===== config.mk =====
export PLATFORM = sky130hd
export DESIGN_NAME = ps2_host_tx_flat
export DESIGN_NICKNAME = d
export VERILOG_FILES = /design/src/rtl/ps2_host_tx_if.sv /design/src/rtl/ps2_host_tx.sv /design/src/flat_wrapper.sv
export SDC_FILE = /design/constraint.sdc
export NUM_CORES = 1
export LEC_CHECK = 0
export CAP_MARGIN = 0
export CORE_ASPECT_RATIO = 1.2
export CORE_MARGIN = 2
export CORE_UTILIZATION = 40
export CTS_CLUSTER_SIZE = 20
export DETAILED_ROUTE_END_ITERATION = 16
export PLACE_DENSITY = 0.7
export SETUP_SLACK_MARGIN = 0.3
export SLEW_MARGIN = 20
export SYNTH_ARGS = -nofsm -noshare
export SYNTH_HDL_FRONTEND = slang
export SYNTH_SLANG_ARGS = --single-unit
export TNS_END_PERCENT = 50

===== constraint.sdc =====
create_clock -name clk -period 6.2 [get_ports clk]
set_clock_uncertainty 0.1 [all_clocks]
set_input_delay 1.86 -clock clk [delete_from_list [all_inputs] [get_ports clk]]
set_output_delay 1.86 -clock clk [all_outputs]
set_load 0.05 [all_outputs]

===== src/rtl/ps2_host_tx_if.sv =====
// rtl/ps2_host_tx_if.sv - command byte handshake between a requester and the PS/2 host transmitter
//
// Purpose: groups the valid/ready request that carries one command byte
// to the PS/2 host transmitter.
// Signals:
//   tx_data   8  command byte, sampled on accept
//   tx_valid  1  request from the master
//   tx_ready  1  transmitter idle and able to accept
// Modports: master drives data/valid, slave (the transmitter) drives ready.

interface ps2_host_tx_if;
  logic [7:0] tx_data;
  logic       tx_valid;
  logic       tx_ready;

  modport master (
    output tx_data,
    output tx_valid,
    input  tx_ready
  );

  modport slave (
    input  tx_data,
    input  tx_valid,
    output tx_ready
  );
endinterface


===== src/rtl/ps2_host_tx.sv =====
// rtl/ps2_host_tx.sv - host-to-device PS/2 command byte transmitter
//
// Purpose: sends one command byte to a PS/2 device over the shared open-drain
// ps2clk/ps2dat lines using active-high pull-low enables, and tells the
// neighbouring scancode receiver to ignore the lines while a frame is sent.
// Ports:
//   clk           system clock
//   rst_n         asynchronous active-low reset
//   tx_if         slave side of the command handshake (tx_data/tx_valid/tx_ready)
//   i_ps2clk_in   PS/2 clock pin level (asynchronous)
//   i_ps2dat_in   PS/2 data pin level (asynchronous)
//   o_ps2clk_oe   1 = pull ps2clk low
//   o_ps2dat_oe   1 = pull ps2dat low
//   o_rx_inhibit  1 while a frame is in progress
//   o_done        one-cycle pulse when a frame finishes; o_ack_err valid with it
//   o_ack_err     1 = device did not acknowledge the last frame
//   o_timeout     one-cycle pulse when a frame is aborted by timeout

module ps2_host_tx #(
  parameter int INHIBIT_CYCLES = 5000,
  parameter int TIMEOUT_CYCLES = 750000
) (
  input  logic          clk,
  input  logic          rst_n,
  ps2_host_tx_if.slave  tx_if,
  input  logic          i_ps2clk_in,
  input  logic          i_ps2dat_in,
  output logic          o_ps2clk_oe,
  output logic          o_ps2dat_oe,
  output logic          o_rx_inhibit,
  output logic          o_done,
  output logic          o_ack_err,
  output logic          o_timeout
);

  localparam int CNT_MAX = (INHIBIT_CYCLES > TIMEOUT_CYCLES) ? INHIBIT_CYCLES : TIMEOUT_CYCLES;
  localparam int CNT_W   = $clog2(CNT_MAX + 1);

  localparam logic [CNT_W-1:0] CNT_ONE  = CNT_W'(1);
  localparam logic [CNT_W-1:0] INH_PRE  = CNT_W'(INHIBIT_CYCLES - 2);
  localparam logic [CNT_W-1:0] INH_LAST = CNT_W'(INHIBIT_CYCLES - 1);
  localparam logic [CNT_W-1:0] TO_LAST  = CNT_W'(TIMEOUT_CYCLES - 1);

  typedef enum logic [1:0] {
    S_IDLE     = 2'd0,
    S_INHIBIT  = 2'd1,
    S_REQ      = 2'd2,
    S_WAITIDLE = 2'd3
  } state_t;

  state_t           r_state;
  state_t           w_state_nxt;
  logic [CNT_W-1:0] r_cnt;
  logic [CNT_W-1:0] w_cnt_nxt;
  logic [3:0]       r_bitcnt;
  logic [3:0]       w_bitcnt_nxt;
  logic [9:0]       r_frame;
  logic [9:0]       w_frame_nxt;
  logic             r_clk_oe;
  logic             w_clk_oe_nxt;
  logic             r_dat_oe;
  logic             w_dat_oe_nxt;
  logic             r_done;
  logic             w_done_nxt;
  logic             r_ack_err;
  logic             w_ack_err_nxt;
  logic             r_timeout;
  logic             w_timeout_nxt;

  // Pin synchronisers; reset to 1 (idle line level) so reset release never looks like a fall.
  logic r_clk_s1;
  logic r_clk_s2;
  logic r_clk_prev;
  logic r_dat_s1;
  logic r_dat_s2;
  logic w_fall;

  always_ff @(posedge clk or negedge rst_n) begin
    if (!rst_n) begin
      r_clk_s1   <= 1'b1;
      r_clk_s2   <= 1'b1;
      r_clk_prev <= 1'b1;
      r_dat_s1   <= 1'b1;
      r_dat_s2   <= 1'b1;
    end else begin
      r_clk_s1   <= i_ps2clk_in;
      r_clk_s2   <= r_clk_s1;
      r_clk_prev <= r_clk_s2;
      r_dat_s1   <= i_ps2dat_in;
      r_dat_s2   <= r_dat_s1;
    end
  end

  assign w_fall = r_clk_prev & ~r_clk_s2;

  always_ff @(posedge clk or negedge rst_n) begin
    if (!rst_n) begin
      r_state   <= S_IDLE;
      r_cnt     <= '0;
      r_bitcnt  <= '0;
      r_frame   <= '0;
      r_clk_oe  <= 1'b0;
      r_dat_oe  <= 1'b0;
      r_done    <= 1'b0;
      r_ack_err <= 1'b0;
      r_timeout <= 1'b0;
    end else begin
      r_state   <= w_state_nxt;
      r_cnt     <= w_cnt_nxt;
      r_bitcnt  <= w_bitcnt_nxt;
      r_frame   <= w_frame_nxt;
      r_clk_oe  <= w_clk_oe_nxt;
      r_dat_oe  <= w_dat_oe_nxt;
      r_done    <= w_done_nxt;
      r_ack_err <= w_ack_err_nxt;
      r_timeout <= w_timeout_nxt;
    end
  end

  always_comb begin
    w_state_nxt   = r_state;
    w_cnt_nxt     = r_cnt;
    w_bitcnt_nxt  = r_bitcnt;
    w_frame_nxt   = r_frame;
    w_clk_oe_nxt  = r_clk_oe;
    w_dat_oe_nxt  = r_dat_oe;
    w_done_nxt    = 1'b0;
    w_ack_err_nxt = r_ack_err;
    w_timeout_nxt = 1'b0;

    case (r_state)
      S_IDLE: begin
        w_clk_oe_nxt = 1'b0;
        w_dat_oe_nxt = 1'b0;
        if (tx_if.tx_valid) begin
          // Frame bits in send order from bit 0: data LSB first, odd parity, stop.
          w_frame_nxt  = {1'b1, ~^tx_if.tx_data, tx_if.tx_data};
          w_bitcnt_nxt = '0;
          w_cnt_nxt    = '0;
          w_clk_oe_nxt = 1'b1;
          w_state_nxt  = S_INHIBIT;
        end
      end

      S_INHIBIT: begin
        w_cnt_nxt = r_cnt + CNT_ONE;
        // Data goes low one cycle before the clock is released so the device
        // sees the request-to-send condition as soon as the clock rises.
        if (r_cnt == INH_PRE) begin
          w_dat_oe_nxt = 1'b1;
        end
        if (r_cnt == INH_LAST) begin
          w_clk_oe_nxt = 1'b0;
          w_cnt_nxt    = '0;
          w_state_nxt  = S_REQ;
        end
      end

      S_REQ: begin
        if (r_cnt == TO_LAST) begin
          w_clk_oe_nxt  = 1'b0;
          w_dat_oe_nxt  = 1'b0;
          w_timeout_nxt = 1'b1;
          w_state_nxt   = S_IDLE;
        end else begin
          w_cnt_nxt = r_cnt + CNT_ONE;
          if (w_fall) begin
            w_bitcnt_nxt = (r_bitcnt == 4'd11) ? r_bitcnt : r_bitcnt + 4'd1;
            if (r_bitcnt == 4'd10) begin
              // 11th fall: the device drives the ACK bit.
              w_ack_err_nxt = r_dat_s2;
              w_dat_oe_nxt  = 1'b0;
              w_state_nxt   = S_WAITIDLE;
            end else begin
              w_dat_oe_nxt = ~r_frame[0];
              w_frame_nxt  = {1'b0, r_frame[9:1]};
            end
          end
        end
      end

      S_WAITIDLE: begin
        w_clk_oe_nxt = 1'b0;
        w_dat_oe_nxt = 1'b0;
        if (r_cnt == TO_LAST) begin
          w_timeout_nxt = 1'b1;
          w_state_nxt   = S_IDLE;
        end else begin
          w_cnt_nxt = r_cnt + CNT_ONE;
          if (r_clk_s2 && r_dat_s2) begin
            w_done_nxt  = 1'b1;
            w_state_nxt = S_IDLE;
          end
        end
      end

      default: begin
        w_clk_oe_nxt = 1'b0;
        w_dat_oe_nxt = 1'b0;
        w_state_nxt  = S_IDLE;
      end
    endcase
  end

  assign tx_if.tx_ready = (r_state == S_IDLE);
  assign o_rx_inhibit   = (r_state != S_IDLE);
  assign o_ps2clk_oe    = r_clk_oe;
  assign o_ps2dat_oe    = r_dat_oe;
  assign o_done         = r_done;
  assign o_ack_err      = r_ack_err;
  assign o_timeout      = r_timeout;

endmodule


===== src/flat_wrapper.sv =====
// flat-port wrapper written by rule: the top's interface ports become plain ports
module ps2_host_tx_flat 
#(
  parameter int INHIBIT_CYCLES = 5000,
  parameter int TIMEOUT_CYCLES = 750000
)
  (clk, rst_n, i_ps2clk_in, i_ps2dat_in, o_ps2clk_oe, o_ps2dat_oe, o_rx_inhibit, o_done, o_ack_err, o_timeout, tx_if_tx_data, tx_if_tx_valid, tx_if_tx_ready);
  ps2_host_tx_if tx_if_i ();
  input  logic clk;
  input  logic rst_n;
  input  logic i_ps2clk_in;
  input  logic i_ps2dat_in;
  output logic o_ps2clk_oe;
  output logic o_ps2dat_oe;
  output logic o_rx_inhibit;
  output logic o_done;
  output logic o_ack_err;
  output logic o_timeout;
  input wire logic [$bits(tx_if_i.tx_data)-1:0] tx_if_tx_data;
  input wire logic [$bits(tx_if_i.tx_valid)-1:0] tx_if_tx_valid;
  output wire logic [$bits(tx_if_i.tx_ready)-1:0] tx_if_tx_ready;
  assign tx_if_i.tx_data = tx_if_tx_data;
  assign tx_if_i.tx_valid = tx_if_tx_valid;
  assign tx_if_tx_ready = tx_if_i.tx_ready;
  ps2_host_tx #(.INHIBIT_CYCLES(INHIBIT_CYCLES), .TIMEOUT_CYCLES(TIMEOUT_CYCLES)) u_core (.clk(clk), .rst_n(rst_n), .tx_if(tx_if_i), .i_ps2clk_in(i_ps2clk_in), .i_ps2dat_in(i_ps2dat_in), .o_ps2clk_oe(o_ps2clk_oe), .o_ps2dat_oe(o_ps2dat_oe), .o_rx_inhibit(o_rx_inhibit), .o_done(o_done), .o_ack_err(o_ack_err), .o_timeout(o_timeout));
endmodule

==> results.json, run 1 <==
{
  "outcome": "complete, no violations",
  "synthFlopType": "dfrtp_1",
  "path_max_fanout": 6,
  "clk_latency_ps": 300,
  "rr_worst_depth": 7,
  "rsz0062_at_grt": "false",
  "grt_max_degree": 47,
  "drc": 0,
  "diodes": 0,
  "setup_violations": 0,
  "crit_path_end_kind": "primary output",
  "grt_pass1_vias": 1992,
  "synth_cell_type_count": 55,
  "area_growth_pct": 11.1,
  "cts-buffers-inserted": 5,
  "power_leakage_nw": 1.20,
  "slew_violations": 0,
  "cts_tree": "done",
  "place_congestion": 0.853,
  "critPathKind": "flop to primary output",
  "num-fill-cells": 616,
  "ys_ff_latch": 46,
  "fmax_mhz": 252,
  "die_w_um": 78.3,
  "crit_top_cell": "inv_1",
  "cts_buffer_depth": 2,
  "worst-path-buf-inv": 3,
  "required_ps": 4240,
  "vias": 2075,
  "postCtsHoldBufs": 0,
  "grt_usage_pct": 16.3,
  "path_clk_slew_ps": 80,
  "min_to": "u_core.r_dat_s2",
  "drtPass1Iterations": 4,
  "htree_levels": 2,
  "worstMarginPinSlew_ps": 1020,
  "startpoint_type": "flop",
  "io_buffers": 19,
  "drive_gt1_share_pct": 8.28,
  "viasPerCell": 5.53,
  "grt_antenna_before_repair": 0,
  "core_area_um2": 6410,
  "first_iter_violations": 137,
  "min_from": "u_core.r_dat_s1",
  "hold_viol": 0,
  "fin_tns_setup_ps": 0,
  "clock-sinks": 46,
  "setup_ws_ps": 2230,
  "cp_slowest_cell": "clkdlybuf4s50_1",
  "grt-ovfl-total": 0,
  "syn_nets": 296,
  "drtAntennaViolNets": 0,
  "wl_per_cell_um": 14.3,
  "r2r_setup_slack_ps": 2740,
  "pre_cts_slack_ps": 2040,
  "fin_nets": 311,
  "hold_path_depth": 0,
  "die_area_um2": 7300,
  "syn-cell-area_um2": 2650,
  "yosys_warnings": 0,
  "crit_chain": "inv_1 -> ha_1 -> inv_1 -> clkdlybuf4s50_1",
  "hpwl_um": 3770,
  "grt_pass1_wl_um": 9530,
  "yosysSeqAreaShare_pct": 43.7,
  "period_needed_ps": 3970,
  "cap_violations": 0,
  "max_slew_margin_pct": 31.7,
  "crit_arrival_ps": 2010,
  "wl_um": 5350,
  "ir_drop_v": 0.000211,
  "cts_setup_buffers": 0,
  "rows": 32,
  "cpPeakStageDelay_ps": 810,
  "power_density_nw_per_um2": 363,
  "synth-edff-count": 0,
  "ios": 20,
  "r2r_end": "u_core.r_cnt[17]",
  "cts_resized": 0,
  "syn_avg_cell_area_um2": 9.68,
  "clock-root-buffer": "clkbuf_8",
  "netlist_instances": 274,
  "hold_path_class": "flop to flop",
  "async_flop_share_pct": 100,
  "post-route-period-util_pct": 64.0,
  "die_y_um": 93.2,
  "rr_startpoint": "u_core.r_state[0]",
  "critPathTopFamily": "buffers and inverters",
  "initial_core_util_pct": 41.4
}
-- cell type report --
class / instances / area [µm²] / area share, %
multi-input combinational: 207 / 1380 / 46.7
sequential: 46 / 1160 / 39.3
timing repair buffer: 19 / 188 / 6.37
tap: 85 / 106 / 3.61
clock buffer: 8 / 80.1 / 2.72
inverter: 10 / 37.5 / 1.27
-- synthesized netlist by cell type, drive strengths merged (2+ instances only) --
master  number  share of area (%)
a211oi       2               0.57
a21boi       2               0.57
a21oi       15                3.0
a22o         3               0.99
a31oi        5                1.2
a41o         2               0.76
and2         2               0.57
and3         6                1.6
buf          8                2.6
clkbuf       3               0.42
dfrtp       41                 39
dfstp        5                5.0
ha           9                4.2
inv         10                1.4
mux2i       10                3.8
nand2       21                3.0
nand2b       4               0.94
nand3       13                2.5
nand4        4               0.94
nor2        30                4.2
nor2b        6                1.4
nor3         3               0.57
nor4         6                2.2
o21ai       21                4.0
o22ai        3               0.94
o31ai       11                3.1
o41ai        3                1.7
or2          2               0.57
xnor2        7                2.3
xor2         4                1.3
-- routing by layer --
metal | wire (µm) | vias to the layer above | global-route usage [%]
li1 | - | 1020 | -
met1 | 2380 | 990 | 21.3
met2 | 2670 | 51 | 27.2
met3 | 211 | 14 | 3.67
met4 | 99 | 0 | 4.53
met5 | 0 | - | 0
-- kinds of logic (layout without fill, tap and decap cells) --
kind of cell | after synthesis | in the layout | synth area share (%)
AO/OA/AOI/OAI | 70 | 70 | 18.2
XOR/XNOR | 11 | 11 | 3.63
adder cells (fa/ha/maj) | 9 | 9 | 4.25
buffers and inverters | 21 | 37 | 4.44
flip-flops | 46 | 46 | 43.7
multiplexers | 11 | 11 | 4.20
AND/OR/NAND/NOR | 106 | 106 | 21.6
-- state kept, by name, summed over array words and instances (netlist names) --
register,flops
u_core.r_frame,10
u_core.o_timeout,1
u_core.r_clk_s1,1
u_core.o_ps2dat_oe,1
u_core.o_ps2clk_oe,1
u_core.o_done,1
u_core.r_clk_s2,1
u_core.o_ack_err,1
u_core.r_state,2
u_core.r_dat_s2,1
u_core.r_dat_s1,1
u_core.r_bitcnt,4
u_core.r_cnt,20
u_core.r_clk_prev,1
-- worst register-to-register path, stage by stage, from the launching register on --
cell and delay, ps:
dfrtp_1 410, inv_1 110, ha_1 560, or2_4 440, o41ai_4 810, or2_1 570, or4_4 240, o211ai_2 80
-- per-stage QoR --
step | utilization [%] | power [mW] | cell area [µm²] | hold slack (ps) | std cells
3_3_place_gp | 44.7 | 0.894 | 2860 | 246 | 367
3_5_place_dp | 44.7 | 0.903 | 2860 | 247 | 367
6_report | 46.0 | 1.07 | 2950 | 258 | 375
5_1_grt | 46.0 | 1.16 | 2950 | 260 | 375
2_1_floorplan | - | 0.816 | 2650 | 245 | 274
4_1_cts | 45.9 | 1.08 | 2940 | 258 | 375
-- worst max path at each step --
stage	start	endpoint	depth (start not counted)
after floorplan	u_core.r_state[0]	o_rx_inhibit	3
after detailed placement	tx_if_tx_valid	u_core.r_cnt[17]	6
after global routing	u_core.r_state[1]	o_rx_inhibit	4
final	u_core.r_state[0]	o_rx_inhibit	4
after global placement	tx_if_tx_valid	u_core.r_cnt[17]	6
after CTS	u_core.r_state[0]	o_rx_inhibit	4
-- layout by cell type (no fill, tap or decap), types with 3 or more instances in the layout --
| cell | Yosys | final |
|---|---|---|
| clkbuf_1 | 3 | 3 |
| inv_1 | 10 | 10 |
| dfrtp_1 | 41 | 41 |
| xnor2_1 | 7 | 7 |
| nor2_1 | 30 | 30 |
| nor2b_1 | 6 | 6 |
| nand4_1 | 4 | 4 |
| a21oi_1 | 14 | 14 |
| dfstp_2 | 5 | 5 |
| and3_1 | 5 | 5 |
| clkbuf_8 | 0 | 5 |
| a22o_1 | 3 | 3 |
| o31ai_1 | 11 | 11 |
| nand2b_1 | 4 | 4 |
| o21ai_0 | 20 | 20 |
| nand3_1 | 13 | 13 |
| nor3_1 | 3 | 3 |
| ha_1 | 9 | 9 |
| xor2_1 | 4 | 4 |
| nand2_1 | 21 | 21 |
| clkdlybuf4s50_1 | 0 | 18 |
| mux2i_1 | 10 | 10 |
| a31oi_1 | 5 | 5 |
| nor4_1 | 4 | 4 |
-- power breakdown --
group / leakage [nW] / internal (mW) / switching [mW] / total, mW
sequential: 0.587 / 0.360 / 0.0393 / 0.399
combinational: 0.577 / 0.185 / 0.307 / 0.492
clock: 0.0395 / 0.0803 / 0.0977 / 0.178
total: 1.20 / 0.625 / 0.444 / 1.07
(Power assumes the default switching activity.)
==> run 2: changes to the inputs <==
Clock period 6.2 ns to 4 ns, I/O delays scaled along.
==> run 2 against run 1 <==
Hold slack gained 2.0 ps. First-iteration DRC count shrank 24%. Combinational power up 62%. Clock-buffer cell count fell by 3. Cell area up 1.7%. Sequential power rose by 56%.
==> results.json, run 2 (synthesis results as in run 1) <==
{
  "hpwl_um": 3910,
  "wl_per_cell_um": 14.6,
  "r2r_setup_slack_ps": 1490,
  "cts-buffers-inserted": 5,
  "final_cell_mix": "dfrtp_1, nor2_1, nand2_1, o21ai_0, clkdlybuf4s50_1",
  "cts_setup_buffers": 0,
  "path_depth": 4,
  "hold_path_class": "flop to flop",
  "drc": 0,
  "die_y_um": 93.2,
  "core_area_um2": 6410,
  "critPathTopFamily": "buffers and inverters",
  "cap_violations": 0,
  "rows": 32,
  "top_regs": "u_core.r_cnt: 20 flops, u_core.r_frame: 10 flops, u_core.r_bitcnt: 4 flops",
  "rr_startpoint": "u_core.r_state[0]",
  "fin_area_um2": 3000,
  "crit_arrival_ps": 2020,
  "ir_drop_v": 0.000286,
  "stdcell_count": 378,
  "vias": 2074,
  "drive_gt1_share_pct": 10.2,
  "grt_pass1_wl_um": 9030,
  "grt-ovfl-total": 0,
  "critPathLaunch": "u_core.r_state[1]",
  "cp_slowest_cell": "clkdlybuf4s50_1",
  "crit_path_end_kind": "primary output",
  "outcome": "complete, no violations",
  "postCtsHoldBufs": 0,
  "grt_antenna_before_repair": 0,
  "power_leakage_nw": 1.24,
  "die_area_um2": 7300,
  "max_slew_margin_pct": 55.0,
  "grt_usage_pct": 15.7,
  "critPathKind": "flop to primary output",
  "crit_end": "o_rx_inhibit",
  "postPlaceCellArea_um2": 2890,
  "first_iter_violations": 104,
  "period_needed_ps": 3320,
  "rsz0062_at_grt": "false",
  "grt_max_degree": 47,
  "r2r_end": "u_core.r_cnt[12]",
  "crit_chain": "inv_1 -> ha_1 -> inv_1 -> clkdlybuf4s50_1",
  "htree_levels": 2,
  "fmax_mhz": 301,
  "slew_violations": 0,
  "dpl.cell_count": 370,
  "cpPeakStageDelay_ps": 810,
  "io_buffers": 19,
  "area_growth_pct": 13.0,
  "path_max_fanout": 6,
  "num-fill-cells": 635,
  "cts_resized": 0,
  "fin_tns_setup_ps": 0,
  "min_from": "u_core.r_dat_s1",
  "cts_buffer_depth": 2,
  "rr_worst_depth": 9,
  "ios": 20,
  "startpoint_type": "flop",
  "grt_pass1_vias": 2010,
  "post-route-period-util_pct": 83.0,
  "final_util_pct": 46.8,
  "path_clk_slew_ps": 90,
  "largest_reg_flops": 20,
  "clock-sinks": 46,
  "setup_violations": 0,
  "initial_core_util_pct": 41.4,
  "required_ps": 2700,
  "power_density_nw_per_um2": 590,
  "clk_latency_ps": 310,
  "cts_tree": "done",
  "place_congestion": 0.854,
  "worst-path-buf-inv": 3,
  "crit_top_cell": "inv_1",
  "viasPerCell": 5.49,
  "drtPass1Iterations": 4,
  "mostFrequentLayoutCell": "dfrtp_1",
  "drtAntennaViolNets": 0,
  "wl_um": 5520,
  "die_w_um": 78.3,
  "worstMarginPinSlew_ps": 669,
  "clock-root-buffer": "clkbuf_8",
  "regMostFlops": "u_core.r_cnt",
  "hold_viol": 0,
  "diodes": 0,
  "fin_nets": 314
}
==> run 2: layer usage <==
metal | vias to the layer above | track usage (%) | wire length [µm]
met5 | - | 0 | 0
met3 | 9 | 4.25 | 189
met1 | 1002 | 18.1 | 2430
met2 | 36 | 27.9 | 2810
met4 | 0 | 5.70 | 89
li1 | 1027 | - | -
==> run 2: report_power, final <==
part,internal [mW],switching (mW)
Combinational,0.308,0.488
Clock,0.184,0.165
Sequential,0.558,0.0655
==> run 2: per-stage QoR <==
stage	setup WS (ps)	hold slack [ps]	total power, mW
floorplan	1270	245	1.26
global placement	832	246	1.41
detailed placement	777	247	1.43
CTS	669	261	1.79
global route	600	262	1.89
finish	680	260	1.77
==> run 2: final cells by class <==
| type | count | area, µm² | area share [%] |
|---|---|---|---|
| inverters | 10 | 37.5 | 1.25 |
| clock buffers | 5 | 68.8 | 2.30 |
| flip-flops and latches | 46 | 1160 | 38.6 |
| well taps | 85 | 106 | 3.55 |
| multi-input cells | 207 | 1380 | 45.9 |
| repair buffers | 22 | 210 | 7.01 |
| clock inverters | 3 | 40.0 | 1.34 |
==> run 2: worst reg2reg max path, stage by stage (launching register included) <==
cell,delay [ps]
dfrtp_1,420
inv_1,130
ha_1,330
nor3_1,90
nor2_1,190
o41ai_4,110
buf_4,210
or2_1,240
buf_4,190
o41ai_1,380
==> run 2: how the worst min path moves through the flow <==
stage / slack (ps) / depth (start not counted) / endpoint
3_5_place_dp: 250 / 0 / u_core.r_dat_s2
2_1_floorplan: 250 / 0 / u_core.r_clk_s2
3_3_place_gp: 250 / 0 / u_core.r_clk_s2
5_1_grt: 260 / 0 / u_core.r_dat_s2
6_report: 260 / 0 / u_core.r_dat_s2
4_1_cts: 260 / 0 / u_core.r_dat_s2
